### config.mk
export PLATFORM = sky130hd
export DESIGN_NAME = pixel_scheduler_flat
export DESIGN_NICKNAME = d
export VERILOG_FILES = /design/src/rtl/pixel_scheduler_if.sv /design/src/rtl/pixel_scheduler.sv /design/src/flat_wrapper.sv
export SDC_FILE = /design/constraint.sdc
export NUM_CORES = 1
export LEC_CHECK = 0
export CAP_MARGIN = 5
export CORE_MARGIN = 8
export CORE_UTILIZATION = 45
export DETAILED_ROUTE_END_ITERATION = 6
export GPL_ROUTABILITY_DRIVEN = 0
export PLACE_DENSITY_LB_ADDON = 0.2
export SYNTH_ARGS = -nofsm -noshare
export SYNTH_HDL_FRONTEND = slang
export SYNTH_SLANG_ARGS = --single-unit
### constraint.sdc
create_clock -name aclk -period 2.5 [get_ports aclk]
set_input_delay 0.5 -clock aclk [delete_from_list [all_inputs] [get_ports aclk]]
set_output_delay 0.5 -clock aclk [all_outputs]
set_load 0.1 [all_outputs]
### src/rtl/pixel_scheduler_if.sv
// Handshake bundle between the pixel scheduler, its two iteration engines and the pixel sink.
interface pixel_scheduler_if #(
  parameter int X_W    = 10,
  parameter int Y_W    = 9,
  parameter int ITER_W = 8
) ();
  logic [1:0]          req_valid;
  logic [1:0]          req_ready;
  logic [X_W-1:0]      req_x;
  logic [Y_W-1:0]      req_y;
  logic [1:0]          res_valid;
  logic [1:0]          res_ready;
  logic [2*ITER_W-1:0] res_iter;
  logic                pix_valid;
  logic                pix_ready;
  logic [X_W-1:0]      pix_x;
  logic [Y_W-1:0]      pix_y;
  logic [7:0]          pix_r;
  logic [7:0]          pix_g;
  logic [7:0]          pix_b;

  modport master (
    output req_valid, req_x, req_y, res_ready,
    output pix_valid, pix_x, pix_y, pix_r, pix_g, pix_b,
    input  req_ready, res_valid, res_iter, pix_ready
  );

  modport slave (
    input  req_valid, req_x, req_y, res_ready,
    input  pix_valid, pix_x, pix_y, pix_r, pix_g, pix_b,
    output req_ready, res_valid, res_iter, pix_ready
  );
endinterface

### src/rtl/pixel_scheduler.sv
// Raster-order pixel dispatcher over two iteration engines with round-robin result collection and colour mapping.
// Optional frame cycle statistics under SCHED_STATS_EN; frame_cycles is tied to 0 otherwise.
module pixel_scheduler #(
  parameter int H_RES    = 640,
  parameter int V_RES    = 480,
  parameter int X_W      = 10,
  parameter int Y_W      = 9,
  parameter int ITER_W   = 8,
  parameter int MAX_ITER = 255
) (
  input  logic                aclk,
  input  logic                aresetn,
  input  logic                start,
  output logic                busy,
  output logic                frame_done,
  output logic [31:0]         frame_cycles,
  pixel_scheduler_if.master   bus
);

  typedef enum logic [1:0] {IDLE, DISPATCH, DRAIN, DONE} state_t;

  state_t         state, state_n;
  logic [X_W-1:0] x_q;
  logic [Y_W-1:0] y_q;
  logic [1:0]     eng_busy, eng_busy_n;
  logic [X_W-1:0] tag_x [2];
  logic [Y_W-1:0] tag_y [2];
  logic           off_vld, off_vld_n;
  logic           off_eng, off_eng_n;
  logic           disp_ptr, disp_ptr_n;
  logic           res_ptr;
  logic           xfer, last_pix;
  logic [1:0]     cand;
  logic           res_any, res_eng, res_acc, out_free;
  logic [ITER_W-1:0] iter_sel;
  logic [7:0]     it8, col_r, col_g, col_b;

  logic           pix_vld_q;
  logic [X_W-1:0] pix_x_q;
  logic [Y_W-1:0] pix_y_q;
  logic [7:0]     pix_r_q, pix_g_q, pix_b_q;

  assign xfer     = off_vld && bus.req_ready[off_eng];
  assign last_pix = (x_q == X_W'(H_RES - 1)) && (y_q == Y_W'(V_RES - 1));
  assign out_free = !pix_vld_q || bus.pix_ready;
  assign cand     = bus.res_valid & eng_busy;

  assign busy          = (state != IDLE);
  assign frame_done    = (state == DONE);
  assign bus.req_valid = off_vld ? (2'b01 << off_eng) : 2'b00;
  assign bus.req_x     = x_q;
  assign bus.req_y     = y_q;
  assign bus.res_ready = res_acc ? (2'b01 << res_eng) : 2'b00;
  assign bus.pix_valid = pix_vld_q;
  assign bus.pix_x     = pix_x_q;
  assign bus.pix_y     = pix_y_q;
  assign bus.pix_r     = pix_r_q;
  assign bus.pix_g     = pix_g_q;
  assign bus.pix_b     = pix_b_q;

  // Result arbitration: res_ptr names the engine preferred next.
  always_comb begin
    res_any = 1'b0;
    res_eng = res_ptr;
    if (cand[res_ptr]) begin
      res_any = 1'b1;
      res_eng = res_ptr;
    end else if (cand[~res_ptr]) begin
      res_any = 1'b1;
      res_eng = ~res_ptr;
    end
    res_acc = res_any && out_free;
  end

  always_comb begin
    iter_sel = res_eng ? bus.res_iter[2*ITER_W-1:ITER_W] : bus.res_iter[ITER_W-1:0];
    it8      = iter_sel[7:0];
    col_r    = 8'h00;
    col_g    = 8'h00;
    col_b    = 8'h00;
    if (iter_sel < ITER_W'(MAX_ITER)) begin
      col_r = it8;
      col_g = {it8[6:0], 1'b0};
      col_b = 8'hFF - it8;
    end
  end

  // The offer is registered so req_valid and coordinates cannot move while waiting for req_ready.
  always_comb begin
    state_n    = state;
    eng_busy_n = eng_busy;
    disp_ptr_n = disp_ptr;
    off_vld_n  = 1'b0;
    off_eng_n  = off_eng;
    if (res_acc) eng_busy_n[res_eng] = 1'b0;
    if (xfer) begin
      eng_busy_n[off_eng] = 1'b1;
      disp_ptr_n          = ~off_eng;
    end
    case (state)
      IDLE:     if (start) state_n = DISPATCH;
      DISPATCH: if (xfer && last_pix) state_n = DRAIN;
      DRAIN:    if (eng_busy == 2'b00 && !pix_vld_q) state_n = DONE;
      DONE:     state_n = IDLE;
      default:  state_n = IDLE;
    endcase
    if (state_n == DISPATCH) begin
      if (off_vld && !xfer) begin
        off_vld_n = 1'b1;
      end else if (!eng_busy_n[disp_ptr_n]) begin
        off_vld_n = 1'b1;
        off_eng_n = disp_ptr_n;
      end else if (!eng_busy_n[~disp_ptr_n]) begin
        off_vld_n = 1'b1;
        off_eng_n = ~disp_ptr_n;
      end
    end
  end

  always_ff @(posedge aclk or negedge aresetn) begin
    if (!aresetn) begin
      state    <= IDLE;
      eng_busy <= 2'b00;
      off_vld  <= 1'b0;
      off_eng  <= 1'b0;
      disp_ptr <= 1'b0;
      res_ptr  <= 1'b0;
      x_q      <= '0;
      y_q      <= '0;
      tag_x[0] <= '0;
      tag_x[1] <= '0;
      tag_y[0] <= '0;
      tag_y[1] <= '0;
    end else begin
      state    <= state_n;
      eng_busy <= eng_busy_n;
      off_vld  <= off_vld_n;
      off_eng  <= off_eng_n;
      disp_ptr <= disp_ptr_n;
      if (res_acc) res_ptr <= ~res_eng;
      if (state == IDLE && start) begin
        x_q <= '0;
        y_q <= '0;
      end else if (state == DISPATCH && xfer) begin
        tag_x[off_eng] <= x_q;
        tag_y[off_eng] <= y_q;
        if (x_q == X_W'(H_RES - 1)) begin
          x_q <= '0;
          y_q <= y_q + Y_W'(1);
        end else begin
          x_q <= x_q + X_W'(1);
        end
      end
    end
  end

  always_ff @(posedge aclk or negedge aresetn) begin
    if (!aresetn) begin
      pix_vld_q <= 1'b0;
      pix_x_q   <= '0;
      pix_y_q   <= '0;
      pix_r_q   <= 8'h00;
      pix_g_q   <= 8'h00;
      pix_b_q   <= 8'h00;
    end else if (res_acc) begin
      pix_vld_q <= 1'b1;
      pix_x_q   <= tag_x[res_eng];
      pix_y_q   <= tag_y[res_eng];
      pix_r_q   <= col_r;
      pix_g_q   <= col_g;
      pix_b_q   <= col_b;
    end else if (bus.pix_ready) begin
      pix_vld_q <= 1'b0;
    end
  end

`ifdef SCHED_STATS_EN
  logic [31:0] cyc_q;

  // The start-acceptance cycle counts as the first cycle of the frame.
  always_ff @(posedge aclk or negedge aresetn) begin
    if (!aresetn) begin
      cyc_q <= 32'd0;
    end else if (state == IDLE && start) begin
      cyc_q <= 32'd1;
    end else if (state != IDLE) begin
      cyc_q <= cyc_q + 32'd1;
    end
  end

  assign frame_cycles = cyc_q;
`else
  assign frame_cycles = 32'd0;
`endif

endmodule

### src/flat_wrapper.sv
// flat-port wrapper written by rule: the top's interface ports become plain ports
module pixel_scheduler_flat 
#(
  parameter int H_RES    = 640,
  parameter int V_RES    = 480,
  parameter int X_W      = 10,
  parameter int Y_W      = 9,
  parameter int ITER_W   = 8,
  parameter int MAX_ITER = 255
)
  (aclk, aresetn, start, busy, frame_done, frame_cycles, bus_req_valid, bus_req_x, bus_req_y, bus_res_ready, bus_pix_valid, bus_pix_x, bus_pix_y, bus_pix_r, bus_pix_g, bus_pix_b, bus_req_ready, bus_res_valid, bus_res_iter, bus_pix_ready);
  pixel_scheduler_if #(.X_W(X_W), .Y_W(Y_W), .ITER_W(ITER_W)) bus_i ();
  input  logic aclk;
  input  logic aresetn;
  input  logic start;
  output logic busy;
  output logic frame_done;
  output logic [31:0] frame_cycles;
  output wire logic [$bits(bus_i.req_valid)-1:0] bus_req_valid;
  output wire logic [$bits(bus_i.req_x)-1:0] bus_req_x;
  output wire logic [$bits(bus_i.req_y)-1:0] bus_req_y;
  output wire logic [$bits(bus_i.res_ready)-1:0] bus_res_ready;
  output wire logic [$bits(bus_i.pix_valid)-1:0] bus_pix_valid;
  output wire logic [$bits(bus_i.pix_x)-1:0] bus_pix_x;
  output wire logic [$bits(bus_i.pix_y)-1:0] bus_pix_y;
  output wire logic [$bits(bus_i.pix_r)-1:0] bus_pix_r;
  output wire logic [$bits(bus_i.pix_g)-1:0] bus_pix_g;
  output wire logic [$bits(bus_i.pix_b)-1:0] bus_pix_b;
  input wire logic [$bits(bus_i.req_ready)-1:0] bus_req_ready;
  input wire logic [$bits(bus_i.res_valid)-1:0] bus_res_valid;
  input wire logic [$bits(bus_i.res_iter)-1:0] bus_res_iter;
  input wire logic [$bits(bus_i.pix_ready)-1:0] bus_pix_ready;
  assign bus_req_valid = bus_i.req_valid;
  assign bus_req_x = bus_i.req_x;
  assign bus_req_y = bus_i.req_y;
  assign bus_res_ready = bus_i.res_ready;
  assign bus_pix_valid = bus_i.pix_valid;
  assign bus_pix_x = bus_i.pix_x;
  assign bus_pix_y = bus_i.pix_y;
  assign bus_pix_r = bus_i.pix_r;
  assign bus_pix_g = bus_i.pix_g;
  assign bus_pix_b = bus_i.pix_b;
  assign bus_i.req_ready = bus_req_ready;
  assign bus_i.res_valid = bus_res_valid;
  assign bus_i.res_iter = bus_res_iter;
  assign bus_i.pix_ready = bus_pix_ready;
  pixel_scheduler #(.H_RES(H_RES), .V_RES(V_RES), .X_W(X_W), .Y_W(Y_W), .ITER_W(ITER_W), .MAX_ITER(MAX_ITER)) u_core (.aclk(aclk), .aresetn(aresetn), .start(start), .busy(busy), .frame_done(frame_done), .frame_cycles(frame_cycles), .bus(bus_i));
endmodule
==> results of run 1 <==
[worst paths after layout]
check	startpoint	end	slack [ps]	cells after the start
worst max-delay path	bus_res_valid[1]	bus_res_ready[0]	90	6
worst min-delay path	aresetn	u_core.bus.pix_x[3]	90	1
worst max register to register	u_core.bus.req_x[0]	u_core.bus.req_y[7]	410	6
worst min register to register	u_core.bus.pix_b[3]	u_core.bus.pix_b[3]	490	2
max in group asynchronous	aresetn	u_core.tag_y[9]	1730	2
min in group aclk	u_core.bus.pix_b[3]	u_core.bus.pix_b[3]	490	2
[power groups by stage]
| stage | Clock, mW | Combinational [mW] | Sequential, mW |
|---|---|---|---|
| after floorplan | 0 | 2.29 | 4.07 |
| after global placement | 0 | 4.91 | 2.42 |
| after detailed placement | 0 | 4.95 | 2.45 |
| after CTS | 1.11 | 4.96 | 2.41 |
| after global routing | 1.17 | 5.16 | 2.48 |
| final | 1.07 | 4.92 | 2.41 |
[layout by cell type, fill, tap and decap left out, types with 3 or more instances in the layout]
master,netlist,final
a31oi_1,3,3
a21oi_1,12,12
inv_1,4,3
mux2_2,39,39
nand4_1,7,7
nand2b_1,4,4
clkbuf_8,0,9
clkdlybuf4s50_1,0,22
conb_1,1,33
mux2i_1,27,27
and2_1,7,6
dfrtp_1,101,101
buf_12,0,5
or3_1,4,4
xor2_1,6,6
o2111ai_1,3,3
nand3_1,9,9
o21ai_0,28,28
buf_4,42,84
nand2_1,70,69
o31ai_1,10,10
nor2_1,19,19
or3_2,3,3
[metal layers]
layer	GRT usage	vias up	share of wire	wire length, microns
li1	-	1677	-	-
met1	0.1914	1724	0.43	4713
met2	0.2550	107	0.48	5223
met3	0.04885	20	0.072	783
met4	0.04996	0	0.015	161
met5	0	-	0	0
[flip-flops by register name, summed over array words and instances, names as in the netlist, 2 cells and up]
register,cells
u_core.bus.pix_r,8
u_core.bus.req_y,9
u_core.bus.req_x,10
u_core.tag_y,18
u_core.bus.pix_x,10
u_core.state,2
u_core.eng_busy,2
u_core.bus.pix_b,8
u_core.bus.pix_y,9
u_core.tag_x,20
[cells by family after synthesis]
group / synth area share
buffers and inverters: 0.08327
XOR/XNOR: 0.01263
multiplexers: 0.1490
adder cells (fa/ha/maj): 0.007475
AO/OA/AOI/OAI: 0.08843
flip-flops: 0.5208
other: 0.0007727
AND/OR/NAND/NOR: 0.1377
[final cells by class]
class | instances | area (sq um) | area share
Clock buffer | 10 | 127.6 | 0.02156
Inverter | 4 | 15.01 | 0.002537
Tap cell | 140 | 175.2 | 0.02960
Timing Repair Buffer | 111 | 950.9 | 0.1607
Multi-Input combinational cell | 316 | 2046 | 0.3457
Sequential cell | 101 | 2527 | 0.4271
Clock inverter | 6 | 76.32 | 0.01290
[cell usage after synthesis (2+ instances only)]
cell       instances
or3_2              3
and2_1             7
xor2_1             6
a41o_1             2
nor2_1            19
o211ai_1           2
ha_1               2
nand4_1            7
mux2i_1           27
and3_1             2
nand2b_1           4
or3_1              4
buf_2              5
buf_4             42
and4_1             2
a31oi_1            3
o21ai_0           28
clkbuf_1          10
o31ai_1           10
a21oi_1           12
nand2_1           70
dfrtp_1          101
mux2_2            39
inv_1              4
nand3_1            9
nor3_1             2
o2111ai_1          3
[worst max-delay path, stage by stage]
cell             delay [ps]
clkdlybuf4s50_1         420
and2_1                  160
maj3_2                  360
nand2b_1                200
inv_2                    90
buf_12                  170
[metrics by stage]
| step | instances | hold slack, ps |
|---|---|---|
| floorplan | 479 | 204.4 |
| global placement | 672 | 463.4 |
| global route | 688 | 110.6 |
| CTS | 688 | 95.42 |
| detailed placement | 672 | 463.1 |
| finish | 688 | 93.35 |
==> results.toml, run 1 <==
[clock_tree]
htreeDepth = 3
cts.path.max_buffers = 2
root_buffer = "clkbuf_8"
clk_latency_ps = 370
cts_tree = "yes"
post_cts_buffers = 0
cts.repair.resized = 0
cts_made_buffers = 9
clkTransAtPathRegs_ps = 90
cts_sinks = 101
holdBufCountCts = 0

[sta]
fin_skew_ps = 12.91
fin_tns_setup_ps = 0
setup_ws_ps = 93.95
fin_crit_ps = 2406
fmax_ghz = 0.4156
setup-violations-final = 0
rsz0062_at_grt = "false"
period_share = 0.9624
slew_viol_final = 0
final-hold-violation-count = 0

[worst_hold_path]
min_path_type = "input port to asynchronous set/reset pin"

[synth]
synthCells = 447
async_flop_share = 1.000
synth_warnings = 0
synth.distinct_cells = 49
seq_area_frac_synth = 0.5208
synthTopCellsByArea = "dfrtp_1 52%, mux2_2 9.0%, buf_4 6.5%, mux2i_1 5.6%, nand2_1 5.4%"
synth_edf_count = 0
synthFlopType = "dfrtp_1"
synth_area_per_cell_sq_um = 10.86
ys_ff_latch = 101
synth_top_area_frac = 0.5208
synth_area_leader_cell = "dfrtp_1"
netlist_area_sq_um = 4853

[layout]
area_growth_pct = 21.94
design_area_sq_um = 5918
drive_above_1_share = 0.2901
final_net_count = 569
diodes = 0
finish.utilization = 0.5532
n_fill_cell = 986

[place]
port_buffers = 91
hpwl_microns = 8131
place_area_sq_um = 5714
place_ws_ps = 39.87

[detailed_routing]
via_per_inst = 5.128
finalWirelength_microns = 10880
drc = 0
drt_iter0_drc = 239
drt_pass1_iterations = 4
wl_per_cell_microns = 15.82
vias = 3528
drt.antenna.violating_nets = 0

[power_and_ir_drop]
leakage_nw = 2.943
vdd_drop_max_v = 0.001548
seqPwrFrac = 0.287
pwr-share-comb = 0.586
switching_share = 0.5455
intPower_mw = 3.815
clkPwrFrac = 0.127
power_switching_mw = 4.580
fin_total_pwr_mw = 8.395
p_per_area_nw_per_um2 = 1418

[floorplanning]
die_h_microns = 119.9
rows = 38
initial_core_util = 0.4537
pin_count = 125
die-area_sq_um = 14360
core_sq_um = 10700
die_x_microns = 119.9

[grt]
grt_use_total = 0.1554
grt_max_degree = 45
antenna_found_initial = 0
gr-total-overflow = 0
first_global_vias = 3655
grt_pass1_wl_microns = 18300

[worst_setup_path]
critPathMaxFanout = 6
critPathArrivalTime_ps = 1910
worstSetupEndpointType = "output port"
required_ps = 2000
critical_path_class = "input port to output port"
crit_path_start_kind = "input port"

[outcome]
status = "finished, final reports clean"

[run]
drv_cap = 0
No activity file was read; power rests on OpenSTA's default activity.
==> inputs of run 2 (changes only) <==
--- a/config.mk
+++ b/config.mk
@@ -5,11 +5,14 @@
 export SDC_FILE = /design/constraint.sdc
 export NUM_CORES = 1
 export LEC_CHECK = 0
+export ABC_AREA = 0
 export CAP_MARGIN = 5
 export CORE_MARGIN = 8
 export CORE_UTILIZATION = 45
+export CTS_BUF_LIST = sky130_fd_sc_hd__clkbuf_8
 export DETAILED_ROUTE_END_ITERATION = 6
 export GPL_ROUTABILITY_DRIVEN = 0
+export HOLD_SLACK_MARGIN = 0.02
 export PLACE_DENSITY_LB_ADDON = 0.2
 export SYNTH_ARGS = -nofsm -noshare
 export SYNTH_HDL_FRONTEND = slang
==> run 2 against run 1 <==
Global-route usage unchanged. Largest cell class unchanged. Critical endpoint unchanged. Critical path type unchanged. Setup slack about the same. Flip-flop and latch count unchanged. Die area unchanged. Largest power group unchanged.
==> results.toml, run 2 (synthesis results as in run 1) <==
[layout]
area_growth_pct = 21.94
finish.utilization = 0.5532
mostFrequentLayoutCells = "101 x dfrtp_1, 84 x buf_4, 69 x nand2_1, 39 x mux2_2, 33 x conb_1"
drive_above_1_share = 0.2901
diodes = 0
largest_registers = "u_core.tag_x x20, u_core.tag_y x18"
top_register = "u_core.tag_x"
largest_register_ffs = 20
mostFrequentLayoutCell = "dfrtp_1"
final_net_count = 569
design_area_sq_um = 5918

[sta]
fin_tns_setup_ps = 0
final-hold-violation-count = 0
fmax_ghz = 0.4156
period_share = 0.9624
slew_viol_final = 0
whs_ps = 92.48
setup-violations-final = 0
fin_skew_ps = 12.91
fin_crit_ps = 2406
rsz0062_at_grt = "false"

[clock_tree]
htreeDepth = 3
cts_made_buffers = 9
clk_latency_ps = 370
post_cts_buffers = 0
clkTransAtPathRegs_ps = 90
cts_tree = "yes"
cts.path.max_buffers = 2
root_buffer = "clkbuf_8"
cts_sinks = 101

[worst_setup_path]
critPathMaxFanout = 6
crit_path_start_kind = "input port"
r2r_start = "u_core.bus.req_x[0]"
worstSetupEndpointType = "output port"
r2r-end = "u_core.bus.req_y[7]"
crit_start = "bus_res_valid[1]"
crit_end = "bus_res_ready[0]"
rr_worst_depth = 6
critical_path_class = "input port to output port"
critPathArrivalTime_ps = 1910
required_ps = 2000
reg2reg_slack_ps = 400

[detailed_routing]
vias = 3523
finalWirelength_microns = 10900
drt.antenna.violating_nets = 0
wl_per_cell_microns = 15.84
drt_pass1_iterations = 4
drc = 0
drt_iter0_drc = 239
via_per_inst = 5.121

[floorplanning]
core_sq_um = 10700
die_x_microns = 119.9
pin_count = 125
rows = 38
initial_core_util = 0.4537
die-area_sq_um = 14360
die_h_microns = 119.9

[power_and_ir_drop]
vdd_drop_max_v = 0.001548
p_per_area_nw_per_um2 = 1418
leakage_nw = 2.947

[outcome]
status = "finished, final reports clean"

[place]
place_area_sq_um = 5714
hpwl_microns = 8131
port_buffers = 91

[grt]
gr-total-overflow = 0
first_global_vias = 3655
grt_pass1_wl_microns = 18300
grt_use_total = 0.1554
antenna_found_initial = 0
grt_max_degree = 45

[run]
drv_cap = 0

[worst_hold_path]
min_path_type = "input port to asynchronous set/reset pin"
run 2: changes by cell type in the layout (fill, tap and decap cells not counted):
cell / previous run / this run
clkbuf_1: 1 / 0
inv_1: 3 / 4
run 2: worst min-delay path by stage:
| stage | from | end | cells past startpoint |
|---|---|---|---|
| floorplan | aresetn | u_core.bus.pix_b[0] | 0 |
| global placement | u_core.bus.pix_b[1] | u_core.bus.pix_b[1] | 2 |
| detailed placement | u_core.bus.pix_b[1] | u_core.bus.pix_b[1] | 2 |
| CTS | aresetn | u_core.bus.req_x[8] | 1 |
| global route | aresetn | u_core.bus.req_x[7] | 1 |
| finish | aresetn | u_core.bus.pix_x[3] | 1 |
run 2: report_power, final:
part	switching, mW	internal (mW)	leakage (nW)
Sequential	0.344	2.07	1.32
Combinational	3.65	1.27	1.52
Clock	0.586	0.477	0.108
run 2: timing repair:
item,in CTS,in global routing
hold buffers,0,0
hold endpoints to repair,0,0
setup endpoints to repair,0,1
gates resized for setup,0,1
run 2: stage by stage:
step / worst slack, ps / instances / power (mW)
after global routing: 26.86 / 688 / 8.810
after detailed placement: 39.87 / 672 / 7.404
after floorplan: 0.8611 / 479 / 6.365
final: 93.96 / 688 / 8.392
after CTS: 49.34 / 688 / 8.475
after global placement: 102.0 / 672 / 7.336
run 2: layout make-up:
cell class / instances / area, sq um
inverters: 4 / 15.01
fillers: 986 / 4780
well taps: 140 / 175.2
multi-input cells: 316 / 2046
repair buffers: 111 / 950.9
clock inverters: 7 / 80.08
flip-flops and latches: 101 / 2527
clock buffers: 9 / 123.9
run 2: layer usage:
layer | vias to the layer above | routed length, microns | global-route usage
met5 | - | 0 | 0
met4 | 0 | 157 | 0.04996
met3 | 18 | 760 | 0.04885
met2 | 99 | 5234 | 0.2550
met1 | 1729 | 4748 | 0.1914
li1 | 1677 | - | -
run 2: critical path: stages:
cell and delay, ps:
clkdlybuf4s50_1 420, and2_1 160, maj3_2 360, nand2b_1 200, inv_2 90, buf_12 170
==> inputs of run 3 (changes only) <==
--- a/config.mk
+++ b/config.mk
@@ -8,7 +8,7 @@
 export ABC_AREA = 0
 export CAP_MARGIN = 5
 export CORE_MARGIN = 8
-export CORE_UTILIZATION = 45
+export CORE_UTILIZATION = 51
 export CTS_BUF_LIST = sky130_fd_sc_hd__clkbuf_8
 export DETAILED_ROUTE_END_ITERATION = 6
 export GPL_ROUTABILITY_DRIVEN = 0
==> run 3 against run 2 <==
First-iteration DRC count decreased by 24%. Critical endpoint unchanged. Highest routed layer unchanged. Sequential share of layout area grew 0.16 points. Maximum frequency barely moved. Final cell count decreased by 1.5%.
==> results.toml, run 3 (synthesis results as in run 1) <==
[clock_tree]
cts_made_buffers = 9
cts_sinks = 101
holdBufCountCts = 0
root_buffer = "clkbuf_8"
post_cts_buffers = 0
cts.repair.resized = 0
cts.path.max_buffers = 2
clk_latency_ps = 380
clkTransAtPathRegs_ps = 100
cts_tree = "yes"
htreeDepth = 3

[detailed_routing]
drt_iter0_drc = 182
drc = 0
finalWirelength_microns = 10860
drt.antenna.violating_nets = 0
vias = 3464
wl_per_cell_microns = 16.01
drt_pass1_iterations = 4
via_per_inst = 5.109

[floorplanning]
die_x_microns = 113.6
rows = 35
initial_core_util = 0.5253
die_h_microns = 113.6
pin_count = 125
die-area_sq_um = 12890
core_sq_um = 9240

[sta]
final-hold-violation-count = 0
period_share = 0.9624
fmax_ghz = 0.4156
tightestPinTransition_ps = 519.6
fin_tns_setup_ps = 0
fin_skew_ps = 12.49
setup-violations-final = 0
fin_crit_ps = 2406
rsz0062_at_grt = "false"
slew_viol_final = 0
slew_headroom = 0.6536

[grt]
grt_max_degree = 47
first_global_vias = 3435
gr-total-overflow = 0
antenna_found_initial = 0
grt_pass1_wl_microns = 17370
grt_use_total = 0.1671

[worst_setup_path]
critPathMaxFanout = 7
r2r-end = "u_core.bus.req_y[7]"
r2r_start = "u_core.bus.req_x[0]"
reg2reg_slack_ps = 400
required_ps = 2000
worstSetupEndpointType = "output port"
rr_worst_depth = 6
critPathArrivalTime_ps = 1910
critical_path_class = "input port to output port"
crit_start = "bus_res_valid[1]"
crit_end = "bus_res_ready[0]"
crit_path_start_kind = "input port"

[run]
drv_cap = 0

[place]
port_buffers = 91
hpwl_microns = 8206
place_area_sq_um = 5720

[layout]
largest_register_ffs = 20
area_growth_pct = 21.47
multi_input_area_sq_um = 2046
largest_registers = "u_core.tag_x x20, u_core.tag_y x18"
design_area_sq_um = 5896
top_register = "u_core.tag_x"
diodes = 0
mostFrequentLayoutCell = "dfrtp_1"
n_fill_cell = 766
mostFrequentLayoutCells = "101 x dfrtp_1, 84 x buf_4, 69 x nand2_1, 39 x mux2_2, 33 x conb_1"
final_net_count = 570
seq_area_sq_um = 2527
drive_above_1_share = 0.2914

[worst_hold_path]
min_path_type = "input port to asynchronous set/reset pin"

[outcome]
status = "finished, final reports clean"
-- run 3: metrics by stage --
step	util	worst slack (ps)	hold WS, ps	std cells
6_report	0.6381	94.06	98.96	678
5_1_grt	0.6381	26.14	138.3	678
4_1_cts	0.6381	71.11	111.7	678
3_5_place_dp	0.6191	32.82	469.0	662
3_3_place_gp	0.6191	88.30	460.0	662
2_1_floorplan	-	0.8611	204.4	479
-- run 3: worst max-delay path: stages --
cell and delay, ps:
clkdlybuf4s50_1 420, and2_1 160, maj3_2 370, nand2b_1 200, inv_2 90, buf_12 170
-- run 3: area by class of cell --
type	count	share of cell area
Clock buffer	9	0.02101
Clock inverter	7	0.008701
Inverter	4	0.002547
Multi-Input combinational cell	316	0.3470
Sequential cell	101	0.4287
Tap cell	129	0.02738
Timing Repair Buffer	112	0.1647
-- run 3: layer usage --
layer | GRT usage | share of wire
met1 | 0.2088 | 0.44
met2 | 0.2734 | 0.47
met3 | 0.04649 | 0.078
met4 | 0.05417 | 0.014
met5 | 0 | 0
-- run 3: how the worst min path moves through the flow --
| stage | end | start | slack (ps) | cells past startpoint |
|---|---|---|---|---|
| 2_1_floorplan | u_core.bus.pix_b[0] | aresetn | 200 | 0 |
| 3_3_place_gp | u_core.bus.pix_b[3] | u_core.bus.pix_b[3] | 460 | 2 |
| 3_5_place_dp | u_core.bus.pix_r[7] | u_core.bus.pix_r[7] | 470 | 2 |
| 4_1_cts | u_core.bus.pix_x[1] | aresetn | 110 | 1 |
| 5_1_grt | u_core.bus.pix_x[3] | aresetn | 140 | 1 |
| 6_report | u_core.bus.pix_x[3] | aresetn | 100 | 1 |
Power of run 3 is left out: the tool's default activity adds up to more than one toggle a clock period on the data nets, which glitch-free logic cannot reach.
